`config.mk`:
```
export PLATFORM = sky130hd
export DESIGN_NAME = uart_bus_port
export DESIGN_NICKNAME = d
export VERILOG_FILES = /design/src/rtl/uart_bus_port.sv
export SDC_FILE = /design/constraint.sdc
export NUM_CORES = 1
export LEC_CHECK = 0
export BUFFER_PORTS_ARGS = -buffer_cell sky130_fd_sc_hd__clkbuf_2
export CAP_MARGIN = 20
export CORE_AREA = 2 2 63 110
export DETAILED_ROUTE_END_ITERATION = 7
export DIE_AREA = 0 0 65 112
export HOLD_SLACK_MARGIN = 0.06
export PLACE_DENSITY_LB_ADDON = 0.2
export SKIP_LAST_GASP = 1
export SYNTH_ARGS = -nofsm -noshare
export SYNTH_HDL_FRONTEND = slang
export SYNTH_SLANG_ARGS = --single-unit
```
`constraint.sdc`:
```
create_clock -name MCLK_IN -period 3.8 [get_ports MCLK_IN]
set_input_delay 0.38 -clock MCLK_IN [delete_from_list [all_inputs] [get_ports MCLK_IN]]
set_output_delay 0.38 -clock MCLK_IN [all_outputs]
set_load 0.01 [all_outputs]
```
`src/rtl/uart_bus_port.sv`:
```
// 68000 register window for the monitor UART bridge.
// DATA/STATUS decode, DTACK, TX FIFO drain and RX capture.
module uart_bus_port #(
  parameter logic [23:0] BASE_ADDR = 24'hFFF000,
  parameter int          FIFO_LOG2 = 2
) (
  input  logic        MCLK_IN,
  input  logic        RUN_IN,
  input  logic        AS_IN,
  input  logic        RW_IN,
  input  logic        LDS_IN,
  input  logic [23:0] ADDR_IN,
  input  logic [15:0] DATA_IN,
  output logic [15:0] DATA_OUT,
  output logic        DATA_OE,
  output logic        DTACK,
  input  logic        UART_SEND_BUSY_IN,
  input  logic        UART_RECEIVED_IN,
  input  logic [7:0]  UART_RECEIVE_BYTE_IN,
  output logic        UART_SEND_TRIGGER,
  output logic [7:0]  UART_SEND_BYTE,
  output logic        UART_RECEIVE_CAPTURE
);

  localparam int DEPTH = 1 << FIFO_LOG2;
  localparam int PW = (FIFO_LOG2 > 0) ? FIFO_LOG2 : 1;
  localparam int CW = FIFO_LOG2 + 1;

  typedef enum logic [1:0] {
    B_IDLE, B_ACT, B_ACK
  } bus_e;

  typedef enum logic [2:0] {
    S_IDLE, S_SETUP, S_TRIG, S_WAIT_HI, S_WAIT_LO
  } snd_e;

  bus_e bus_q, bus_d;
  snd_e snd_q, snd_d;

  logic busy_m_q, busy_s_q;
  logic rx_m_q, rx_s_q;
  logic rd_q, lds_q, sel_q;
  logic [15:0] rdata_q, rdata_d;
  logic ovr_q, ovr_d;
  logic [1:0] cap_q, cap_d;
  logic [2:0] hold_q, hold_d;
  logic [7:0] mem [DEPTH];
  logic [PW-1:0] wp_q, rp_q;
  logic [CW-1:0] cnt_q;
  logic [7:0] tmr_q, tmr_d;
  logic [7:0] byte_q, byte_d;

  logic hit, full, empty, rx_valid;
  logic act, push_req, push, pop;
  logic [2:0] cnt3;
  logic [15:0] status;
  logic unused_ok;

  function automatic logic [PW-1:0] inc(
    input logic [PW-1:0] p
  );
    return (p == PW'(DEPTH - 1)) ? '0 : p + 1'b1;
  endfunction

  assign unused_ok = ^{DATA_IN[15:8], ADDR_IN[0]};

  assign hit   = ADDR_IN[23:2] == BASE_ADDR[23:2];
  assign full  = cnt_q == CW'(DEPTH);
  assign empty = cnt_q == '0;
  assign cnt3  = (32'(cnt_q) > 32'd7) ? 3'd7
                                      : 3'(cnt_q);
  // Holdoff masks the stale synchronized level
  assign rx_valid = rx_s_q && (hold_q == 3'd0);
  assign status = {8'h00, 1'b0, cnt3, ovr_q,
                   empty, full, rx_valid};

  assign act      = (bus_q == B_ACT) && lds_q;
  assign push_req = act && !rd_q && !sel_q;
  assign push     = push_req && !full;
  assign pop      = (snd_q == S_IDLE) && !empty
                    && !busy_s_q;

  assign DTACK    = bus_q != B_ACK;
  assign DATA_OE  = (bus_q == B_ACK) && rd_q;
  assign DATA_OUT = rdata_q;

  assign UART_SEND_TRIGGER    = snd_q == S_TRIG;
  assign UART_SEND_BYTE       = byte_q;
  assign UART_RECEIVE_CAPTURE = cap_q != 2'd0;

  always_comb begin
    bus_d = bus_q;
    unique case (bus_q)
      B_IDLE: if (!AS_IN && hit) bus_d = B_ACT;
      B_ACT:  bus_d = B_ACK;
      B_ACK:  if (AS_IN) bus_d = B_IDLE;
      default: bus_d = B_IDLE;
    endcase
  end

  always_comb begin
    rdata_d = rdata_q;
    ovr_d   = ovr_q;
    cap_d   = (cap_q != 2'd0) ? cap_q - 2'd1 : cap_q;
    hold_d  = (hold_q != 3'd0) ? hold_q - 3'd1
                               : hold_q;
    if (bus_q == B_ACT) begin
      rdata_d = 16'h0000;
      if (act && rd_q) begin
        rdata_d = sel_q ? status
                        : {8'h00, UART_RECEIVE_BYTE_IN};
      end
    end
    if (push_req && full) ovr_d = 1'b1;
    if (act && !rd_q && sel_q && DATA_IN[3])
      ovr_d = 1'b0;
    if (act && rd_q && !sel_q && rx_valid) begin
      cap_d  = 2'd2;
      hold_d = 3'd6;
    end
  end

  always_comb begin
    snd_d  = snd_q;
    tmr_d  = tmr_q;
    byte_d = byte_q;
    unique case (snd_q)
      S_IDLE: begin
        if (pop) begin
          byte_d = mem[rp_q];
          snd_d  = S_SETUP;
        end
      end
      S_SETUP: begin
        snd_d = S_TRIG;
        tmr_d = 8'd0;
      end
      S_TRIG: begin
        if (tmr_q == 8'd1) begin
          snd_d = S_WAIT_HI;
          tmr_d = 8'd0;
        end else begin
          tmr_d = tmr_q + 8'd1;
        end
      end
      S_WAIT_HI: begin
        if (busy_s_q) snd_d = S_WAIT_LO;
        else if (tmr_q == 8'd254) snd_d = S_IDLE;
        else tmr_d = tmr_q + 8'd1;
      end
      S_WAIT_LO: if (!busy_s_q) snd_d = S_IDLE;
      default: snd_d = S_IDLE;
    endcase
  end

  always_ff @(posedge MCLK_IN) begin
    if (push) mem[wp_q] <= DATA_IN[7:0];
  end

  always_ff @(posedge MCLK_IN or negedge RUN_IN) begin
    if (!RUN_IN) begin
      busy_m_q <= 1'b0;
      busy_s_q <= 1'b0;
      rx_m_q   <= 1'b0;
      rx_s_q   <= 1'b0;
      bus_q    <= B_IDLE;
      rd_q     <= 1'b0;
      lds_q    <= 1'b0;
      sel_q    <= 1'b0;
      rdata_q  <= 16'h0000;
      ovr_q    <= 1'b0;
      cap_q    <= 2'd0;
      hold_q   <= 3'd0;
      wp_q     <= '0;
      rp_q     <= '0;
      cnt_q    <= '0;
      snd_q    <= S_IDLE;
      tmr_q    <= 8'd0;
      byte_q   <= 8'h00;
    end else begin
      busy_m_q <= UART_SEND_BUSY_IN;
      busy_s_q <= busy_m_q;
      rx_m_q   <= UART_RECEIVED_IN;
      rx_s_q   <= rx_m_q;
      bus_q    <= bus_d;
      if (bus_q == B_IDLE) begin
        rd_q  <= RW_IN;
        lds_q <= ~LDS_IN;
        sel_q <= ADDR_IN[1];
      end
      rdata_q <= rdata_d;
      ovr_q   <= ovr_d;
      cap_q   <= cap_d;
      hold_q  <= hold_d;
      if (push) wp_q <= inc(wp_q);
      if (pop)  rp_q <= inc(rp_q);
      if (push && !pop) cnt_q <= cnt_q + 1'b1;
      else if (pop && !push) cnt_q <= cnt_q - 1'b1;
      snd_q  <= snd_d;
      tmr_q  <= tmr_d;
      byte_q <= byte_d;
    end
  end

endmodule

```
Yosys cells after proc, flatten, opt, wreduce, memory -nomap -nowiden
Memories as Yosys holds them, arrays and structs flattened. A register that Yosys moved wholly into a read port is not among the register bits.
Index checks and enable logic that the tools add are counted.
{ "totals": {"regBits": 49, "mem_bits_rw": 32, "in_bits": 55, "out_inout_bits": 28, "wordCells": 115, "memories": 1} }
{ "memory_table": {"columns": ["name", "depth", "word_bits", "read_ports", "rd_clocked_by_memory_dff", "wr", "line", "text"], "rows": [
  ["mem", 4, 8, 1, 1, 1, "47", "logic [7:0] mem [DEPTH];"]
]} }
{ "classes": {"addsub": 7, "n_eq_ne": 21, "mux": 27, "n_bitwise": 1, "n_reduce_logical": 41} }
{ "ops": {"columns": ["op", "n"], "rows": [
  ["$mux W8", 5],
  ["$mux W3", 9],
  ["$pmux W8 S3", 1],
  ["$eq A22 B22 Y1 const B", 1],
  ["$logic_and A1 B1 Y1", 17],
  ["$pmux W3 S5", 1],
  ["$ne A2 B2 Y1 const B", 7],
  ["$mux W2", 6],
  ["$reduce_bool A2 Y1", 5],
  ["$logic_not A1 Y1", 9],
  ["$logic_not A3 Y1", 3],
  ["$add A8 B1 Y8 const B", 1],
  ["$eq A8 B1 Y1 const B", 1],
  ["$eq A8 B8 Y1 const B", 1],
  ["$eq A2 B2 Y1 const B", 3],
  ["$eq A3 B2 Y1 const B", 2],
  ["$eq A3 B3 Y1 const B", 2],
  ["$pmux W2 S3", 1],
  ["$reduce_bool A3 Y1", 2],
  ["$sub A3 B1 Y3 const B", 2],
  ["$add A2 B1 Y2 const B", 2],
  ["$mux W1", 4],
  ["$reduce_and A2 Y1", 2],
  ["$reduce_and A4 Y1", 1],
  ["other kinds (9)", 9]
]} }

Logic depth before layout (Yosys ltp)
Gate-level depths: netlist of run 1.
{ "depth": {"ltp_word": 9, "depth_mapped": 10, "depth_no_buf": 9} }

Least setup slack after synthesis of run 1
No wires, ideal clock.
{ "synth_path": {"path_kind": "reg2reg", "start": "register snd_q[1]", "end": "register cnt_q[1] (netlist: cnt3[1])", "setup_time_ps": 125, "arrival_ps": 2072, "setup_slack_ps": 1603, "stages_incl_launch_ff": 9, "n_path_buf": 2, "synth_period_minus_slack_ps": 2197, "cell_sequence": "dfrtp_1 > clkbuf_2 > nor4b_1 > buf_2 > inv_1 > ha_1 > inv_1 > fa_1 > mux2_2"} }
{ "synth_between": {"elab_chain_len": 6, "elab_cells_between_ends": 8} }
{ "synth_lines": {"columns": ["item", "line", "text"], "rows": [
  ["start, declared", "38", "snd_e snd_q, snd_d;"],
  ["start signal, assigned", "199", "snd_q <= snd_d;"],
  ["$logic_not A3 Y1 (*)", "80", "assign pop = (snd_q == S_IDLE) && !empty"],
  ["$logic_and A1 B1 Y1 (*)", "80", null],
  ["$logic_and A1 B1 Y1 (*)", "81", "&& !busy_s_q;"],
  ["$logic_not A1 Y1", "197", "if (push && !pop) cnt_q <= cnt_q + 1'b1;"],
  ["$logic_and A1 B1 Y1", "197", null],
  ["$mux W3 / $reduce_bool A2 Y1 (equally long branches)", null, null],
  ["end signal, assigned", "197", null],
  ["end signal, assigned", "198", "else if (pop && !push) cnt_q <= cnt_q - 1'b1;"],
  ["end, declared", "49", "logic [CW-1:0] cnt_q;"]
]} }
Every way passes the cells marked *; elsewhere a longest branch is shown, timed or not.
A chain may end at the register's enable or synchronous reset.

Worst setup path after layout of run 1
{ "layout_path": {"start": "register bus_q[1]", "end": "register cnt_q[2] (netlist: cnt3[2])"} }
{ "layout_between": {"elab_chain_len": 8, "elab_cells_between_ends": 10} }
{ "layout_lines": {"columns": ["item", "line", "text"], "rows": [
  ["start, declared", "37", "bus_e bus_q, bus_d;"],
  ["start signal, assigned", "185", "bus_q <= bus_d;"],
  ["$eq A2 B1 Y1 (*)", "77", "assign act = (bus_q == B_ACT) && lds_q;"],
  ["$logic_and A1 B1 Y1 (*)", "77", null],
  ["$logic_and A1 B1 Y1 (*) (2 in series)", "78", "assign push_req = act && !rd_q && !sel_q;"],
  ["$logic_and A1 B1 Y1 (*)", "79", "assign push = push_req && !full;"],
  ["net push", "54", "logic act, push_req, push, pop;"],
  ["$logic_not A1 Y1", "198", null],
  ["$logic_and A1 B1 Y1", "198", null],
  ["$reduce_bool A2 Y1 (no line)", null, null]
]} }
The timed path passes the listed nets; every way through them passes the cells marked *.

==> flow_metrics.py, run 1 <==
metrics = {
    "run_status": {
        "status": "completed",
    },
    "logic_synthesis": {
        "yosys.area.top_type": "dfrtp_1",
        "ys_seq_area_share_pct": 60.0,
        "yosysUniqueCellTypes": 44,
        "ys_seq_elements": 81,
        "ys_top_cells_by_area": "dfrtp_1 34%, edfxtp_1 26%, mux4_2 4.9%",
        "yosys-top-cells-count": "49 x dfrtp_1, 32 x edfxtp_1, 21 x nor2_1",
        "synthFlopType": "dfrtp_1",
        "synth_area_um2": 3650,
        "syn_inst": 278,
        "yosysMostFrequentCell": "dfrtp_1",
        "syn_avg_cell_area_um2": 13.1,
        "synth_top_area_share_pct": 33.6,
        "async_flop_share_pct": 60.5,
        "synth_edf_count": 32,
        "synth_warnings": 0,
    },
    "worst_setup_path": {
        "worstSetupEndpointType": "flip-flop",
        "critPathBufInv": 1,
        "cp_top_family": "simple AND/OR/NAND/NOR gates",
        "arrival_ns": 2.61,
        "start_kind": "flip-flop",
        "path_class": "flip-flop to flip-flop",
        "slowest_stage": "dfrtp_1",
        "r2r_start": "bus_q[1]",
        "cp_max_fo": 9,
        "slowest_delay_ns": 0.41,
        "rr_worst_depth": 8,
        "ff2ff_setup_slack_ns": 1.45,
        "worstPathCellList": "and4bb_2 > nor3b_2 > ha_1 > inv_1 > fa_1 > xor2_1 > nor2_1 > xor2_1",
        "reg2reg_to": "cnt3[2]",
        "cp_common_cell": "xor2_1",
        "cp.required_ns": 4.05,
    },
    "place": {
        "place.gp.congestion": 0.870,
        "hpwlAfterDp_um": 4610,
        "portBuffers": 65,
    },
    "job": {
        "drv_cap": 0,
    },
    "global_routing": {
        "grtUsageTotal_pct": 20.8,
        "grt_max_degree": 50,
        "overflow": 0,
        "antenna_found_initial": 0,
        "grt_pass1_vias": 2416,
        "grt_first_pass_wirelength_um": 11200,
    },
    "drt": {
        "drc": 0,
        "vias": 2357,
        "wl_um": 6540,
        "ant_nets": 0,
        "drt_iter0_markers": 174,
        "via_per_inst": 5.44,
        "firstDrtPassIters": 4,
        "wl_per_cell_um": 15.1,
    },
    "cells_and_area": {
        "syn2layout_area_growth_pct": 18.9,
        "drive_above_1_share_pct": 30.8,
        "final-seq-area_um2": 2190,
        "final_nets": 414,
        "antenna_cells": 0,
        "finish.utilization_pct": 67.8,
        "multi_input_area_um2": 1330,
        "fill_cells": 482,
    },
    "timing": {
        "relSlewSlack_pct": 57.8,
        "hold_violations": 0,
        "setup_tns_ns": 0,
        "fmaxAchievable_mhz": 425,
        "setup_viol": 0,
        "finalCritPeriodShare_pct": 61.9,
        "min_period_ns": 2.35,
        "rsz0062_at_grt": "false",
        "finalClockSkew_ns": 0.00476,
        "worstMarginPinSlew_ns": 0.633,
        "slew_viol_final": 0,
    },
    "die": {
        "ios": 83,
        "fp.dieW_um": 65,
        "initial_core_util_pct": 57.0,
        "rows": 39,
        "dieArea_um2": 7280,
        "dieHeight_um": 112,
        "core-area_um2": 6390,
    },
    "cts": {
        "cts_tree": "built",
        "insertion_delay_ns": 0.33,
        "cts_sinks": 81,
        "post_cts_resized": 0,
        "root_buffer": "clkbuf_16",
        "holdBufCountCts": 0,
        "cts_buffers": 9,
        "postCtsSetupRepairBufs": 0,
        "clockBufferDepth": 2,
        "cts.clk_slew.worst_paths_ns": 0.06,
        "htreeDepth": 3,
    },
    "power_and_ir_drop": {
        "peakVddDrop_uv": 300,
        "power.leakage_nw": 1.95,
        "power_density_nw_per_um2": 621,
    },
    "min_path": {
        "min_path_type": "input port to asynchronous set/reset pin",
    },
}
[cell usage in the layout (no fill, tap or decap), drive strengths merged, types with 3 or more instances in the layout]
cell / Yosys / layout
a22o: 5 / 5
mux2i: 8 / 8
o21ai: 14 / 14
ha: 12 / 12
xor2: 3 / 3
nor2b: 4 / 4
mux2: 13 / 13
nand4: 4 / 4
clkbuf: 3 / 75
o22ai: 4 / 4
mux4: 8 / 8
edfxtp: 32 / 32
inv: 14 / 14
a21o: 4 / 4
nor4b: 3 / 3
nand2b: 3 / 3
a21oi: 4 / 4
nand3: 7 / 7
nor3: 3 / 3
conb: 1 / 8
and2: 5 / 5
nor2: 21 / 21
and3: 3 / 3
nand2: 17 / 17
dfrtp: 49 / 49
clkinv: 0 / 4
nor4: 4 / 4
[cell type report]
type	instances	area share [%]
flip-flops and latches	81	50.4
repair buffers	67	7.85
well taps	82	2.37
inverters	14	1.21
multi-input cells	173	30.7
clock inverters	6	1.88
clock buffers	10	5.51
[registers in the layout (all words and copies together) (netlist names)]
name            flops
hold_q              3
wp_q                2
rd_q                1
snd_q               3
lds_q               1
tmr_q               8
rx_s_q              1
rx_m_q              1
busy_s_q            1
cnt3                3
DATA_OUT            8
mem                32
busy_m_q            1
UART_SEND_BYTE      8
cap_q               2
sel_q               1
bus_q               2
rp_q                2
ovr_q               1
[per-stage QoR]
stage                     cells  power (mW)  setup WS [ns]  area [µm²]  hold slack (ns)
after floorplan             285        1.64           1.60        3670           0.0844
after global placement      417        1.78           1.49        4020            0.336
after detailed placement    417        1.81           1.44        4020            0.340
after CTS                   433        2.72           1.39        4340            0.142
after global routing        433        2.85           1.24        4340            0.138
final                       433        2.69           1.45        4340            0.151
[cells by family (layout without fill, tap and decap cells)]
kind of cell,after synthesis,in the layout,synth area share [%]
compound gates,39,39,6.93
xor+xnor,5,5,1.20
fa+ha+maj,13,13,4.67
buf+inv,31,97,4.36
flops,81,81,60.0
mux,29,29,11.2
other cells,1,8,0.103
simple gates,79,79,11.6
[power breakdown]
part           internal, mW  total (mW)  switching [mW]  leakage [nW]
combinational         0.332       0.614           0.282         0.910
sequential             1.02        1.17           0.155         0.880
clock                 0.588       0.907           0.320         0.158
[worst max-delay path by stage]
stage,startpoint,to,depth (start not counted),slack (ns)
finish,bus_q[1],cnt3[2],8,1.45
global route,bus_q[1],cnt3[2],8,1.24
CTS,bus_q[1],cnt3[2],8,1.39
detailed placement,bus_q[1],cnt3[2],8,1.44
global placement,bus_q[1],cnt3[2],8,1.49
floorplan,snd_q[1],cnt3[1],8,1.60
[layer usage]
layer / global-route usage (%) / wire length [µm]
met5: 0 / 0
met4: 10.8 / 106
met2: 35.7 / 3580
met1: 24.1 / 2490
met3: 4.24 / 360
Power figures use the tool's default switching activity.
==> run 2: changes to the inputs <==
Settings changed: ABC_AREA from default to 1, CORE_AREA 2 2 63 110 to 2 2 70 122, DIE_AREA 0 0 65 112 to 0 0 72 124.
Clock period 3.8 ns to 2.1 ns, I/O delays scaled along.
==> flow_metrics.py, run 2 <==
metrics = {
    "drt": {
        "ant_nets": 0,
        "via_per_inst": 5.03,
        "firstDrtPassIters": 4,
        "drc": 0,
        "wl_per_cell_um": 13.0,
        "drt_iter0_markers": 229,
        "vias": 2929,
        "wl_um": 7560,
    },
    "worst_setup_path": {
        "arrival_ns": 2.22,
        "reg2reg_to": "cnt3[2]",
        "cp_max_fo": 3,
        "rr_worst_depth": 11,
        "start_kind": "flip-flop",
        "cp.required_ns": 2.32,
        "path_class": "flip-flop to flip-flop",
        "ff2ff_setup_slack_ns": 0.1,
        "critPathLaunch": "bus_q[1]",
        "worstSetupEndpointType": "flip-flop",
        "endpoint": "cnt3[2]",
        "r2r_start": "bus_q[1]",
    },
    "cells_and_area": {
        "syn2layout_area_growth_pct": 20.9,
        "final_cell_mix": "76 x nand2_1, 65 x clkbuf_2, 51 x nor2_1",
        "final_nets": 555,
        "antenna_cells": 0,
        "final_area_um2": 4630,
        "fin_cells": 582,
        "regMostFlops": "mem",
        "largest_reg_flops": 32,
        "final_common_cell": "nand2_1",
        "drive_above_1_share_pct": 23.8,
    },
    "cts": {
        "cts_buffers": 9,
        "htreeDepth": 3,
        "cts_sinks": 81,
        "cts.clk_slew.worst_paths_ns": 0.06,
        "clockBufferDepth": 2,
        "root_buffer": "clkbuf_16",
        "cts_tree": "built",
        "insertion_delay_ns": 0.34,
    },
    "logic_synthesis": {
        "yosys.area.top_type": "dfrtp_1",
        "yosysMostFrequentCell": "nand2_1",
        "yosysUniqueCellTypes": 31,
        "synthFlopType": "dfrtp_1",
        "synth_area_um2": 3830,
        "synth_warnings": 0,
        "synth_edf_count": 32,
        "syn_inst": 405,
        "yosys-top-cells-count": "76 x nand2_1, 51 x nor2_1, 49 x dfrtp_1",
        "synth_top_area_share_pct": 32.0,
        "ys_seq_area_share_pct": 57.1,
        "async_flop_share_pct": 60.5,
        "ys_seq_elements": 81,
        "syn_avg_cell_area_um2": 9.45,
        "ys_top_cells_by_area": "dfrtp_1 32%, edfxtp_1 25%, nand2_1 7.5%",
    },
    "power_and_ir_drop": {
        "peakVddDrop_uv": 584,
        "power.leakage_nw": 2.15,
        "power_density_nw_per_um2": 1020,
    },
    "timing": {
        "min_period_ns": 2.00,
        "slew_viol_final": 0,
        "hold_violations": 0,
        "fmaxAchievable_mhz": 499,
        "rsz0062_at_grt": "true",
        "setup_tns_ns": 0,
        "finalCritPeriodShare_pct": 95.4,
        "worstMarginPinSlew_ns": 0.614,
        "setup_viol": 0,
        "finalClockSkew_ns": 0.00696,
        "relSlewSlack_pct": 59.1,
    },
    "die": {
        "fp.dieW_um": 72,
        "ios": 83,
        "initial_core_util_pct": 48.4,
        "dieArea_um2": 8930,
        "rows": 43,
        "dieHeight_um": 124,
        "core-area_um2": 7910,
    },
    "global_routing": {
        "overflow": 0,
        "antenna_found_initial": 0,
        "grtUsageTotal_pct": 18.2,
        "grt_max_degree": 30,
        "grt_first_pass_wirelength_um": 12100,
        "grt_pass1_vias": 2791,
    },
    "place": {
        "portBuffers": 65,
        "place.gp.congestion": 0.826,
        "placed_cell_area_um2": 4270,
        "hpwlAfterDp_um": 5580,
        "dp_cells": 560,
    },
    "min_path": {
        "min_path_type": "input port to flip-flop",
    },
    "job": {
        "drv_cap": 0,
    },
    "run_status": {
        "status": "completed",
    },
}
==> run 2: cell types whose count changed after synthesis, sizes merged, moves of 5 or more <==
cell / delta
nor2: +35
and2: -5
nand3: +22
nand2: +66
mux2: -13
o21ai: +34
mux2i: -8
inv: +32
mux4: -8
==> run 2: worst min path at each step <==
stage          startpoint                 to  slack, ns  cells past startpoint
4_1_cts             AS_IN           bus_q[1]       0.07                      2
5_1_grt             AS_IN           bus_q[1]       0.07                      2
2_1_floorplan      RUN_IN        DATA_OUT[0]      -0.09                      0
3_5_place_dp       RUN_IN  UART_SEND_BYTE[6]       0.26                      1
6_report            AS_IN           bus_q[1]       0.08                      2
3_3_place_gp       RUN_IN  UART_SEND_BYTE[2]       0.25                      1
==> run 2: per-layer routing <==
metal | wire length (µm) | part of all wire (%) | GRT usage (%)
met4 | 144 | 1.9 | 7.90
met1 | 2890 | 38 | 18.2
met3 | 328 | 4.3 | 5.02
met2 | 4190 | 55 | 34.3
met5 | 0 | 0 | 0
==> run 2: final cells by class <==
class | count | area (µm²)
tap | 90 | 113
sequential | 81 | 2190
clock buffer | 11 | 233
fill | 699 | 3280
clock inverter | 5 | 32.5
inverter | 46 | 175
multi-input combinational | 267 | 1410
timing repair buffer | 82 | 475
==> run 2: cell families (layout without fill, tap and decap cells) <==
| logic type | count (synthesis) | count (layout) | share of synthesized area, % |
|---|---|---|---|
| compound gates | 62 | 62 | 8.63 |
| fa+ha+maj | 13 | 13 | 4.45 |
| flops | 81 | 81 | 57.1 |
| simple gates | 178 | 178 | 20.8 |
| xor+xnor | 6 | 6 | 1.37 |
| buf+inv | 64 | 144 | 7.55 |
| other cells | 1 | 8 | 0.0980 |
==> run 2: report_power, final <==
part,internal (mW),switching [mW],leakage [nW]
Sequential,1.82,0.223,0.885
Combinational,0.468,0.789,1.14
Clock,0.796,0.600,0.122
==> run 2: what timing repair did <==
| action | in CTS | in global routing |
|---|---|---|
| hold buffers | 4 | 0 |
| pin swaps | 0 | 4 |
| hold endpoints to repair | 23 | 0 |
| gates resized for setup | 1 | 10 |
| setup endpoints to repair | 1 | 1 |
| gates cloned | 0 | 0 |
| setup buffers | 0 | 2 |
==> run 2: per-stage QoR <==
step	setup slack (ns)	utilization [%]	hold WS, ns	power (mW)
2_1_floorplan	0.0673	-	-0.0856	2.97
6_report	0.0961	58.5	0.0836	4.70
5_1_grt	-0.0326	58.5	0.0714	5.03
3_5_place_dp	0.0399	54.0	0.262	3.31
3_3_place_gp	0.0881	54.0	0.250	3.28
4_1_cts	0.0402	57.9	0.0677	4.74
==> run 2: critical path, cell delays in order (launching register included) <==
cell and delay (ns):
dfrtp_1 0.40, inv_2 0.09, nand2_4 0.05, nor3_4 0.23
nand3_2 0.11, inv_2 0.10, ha_4 0.14, inv_4 0.04
fa_2 0.37, a21oi_2 0.14, o21ai_2 0.07, xor2_1 0.14
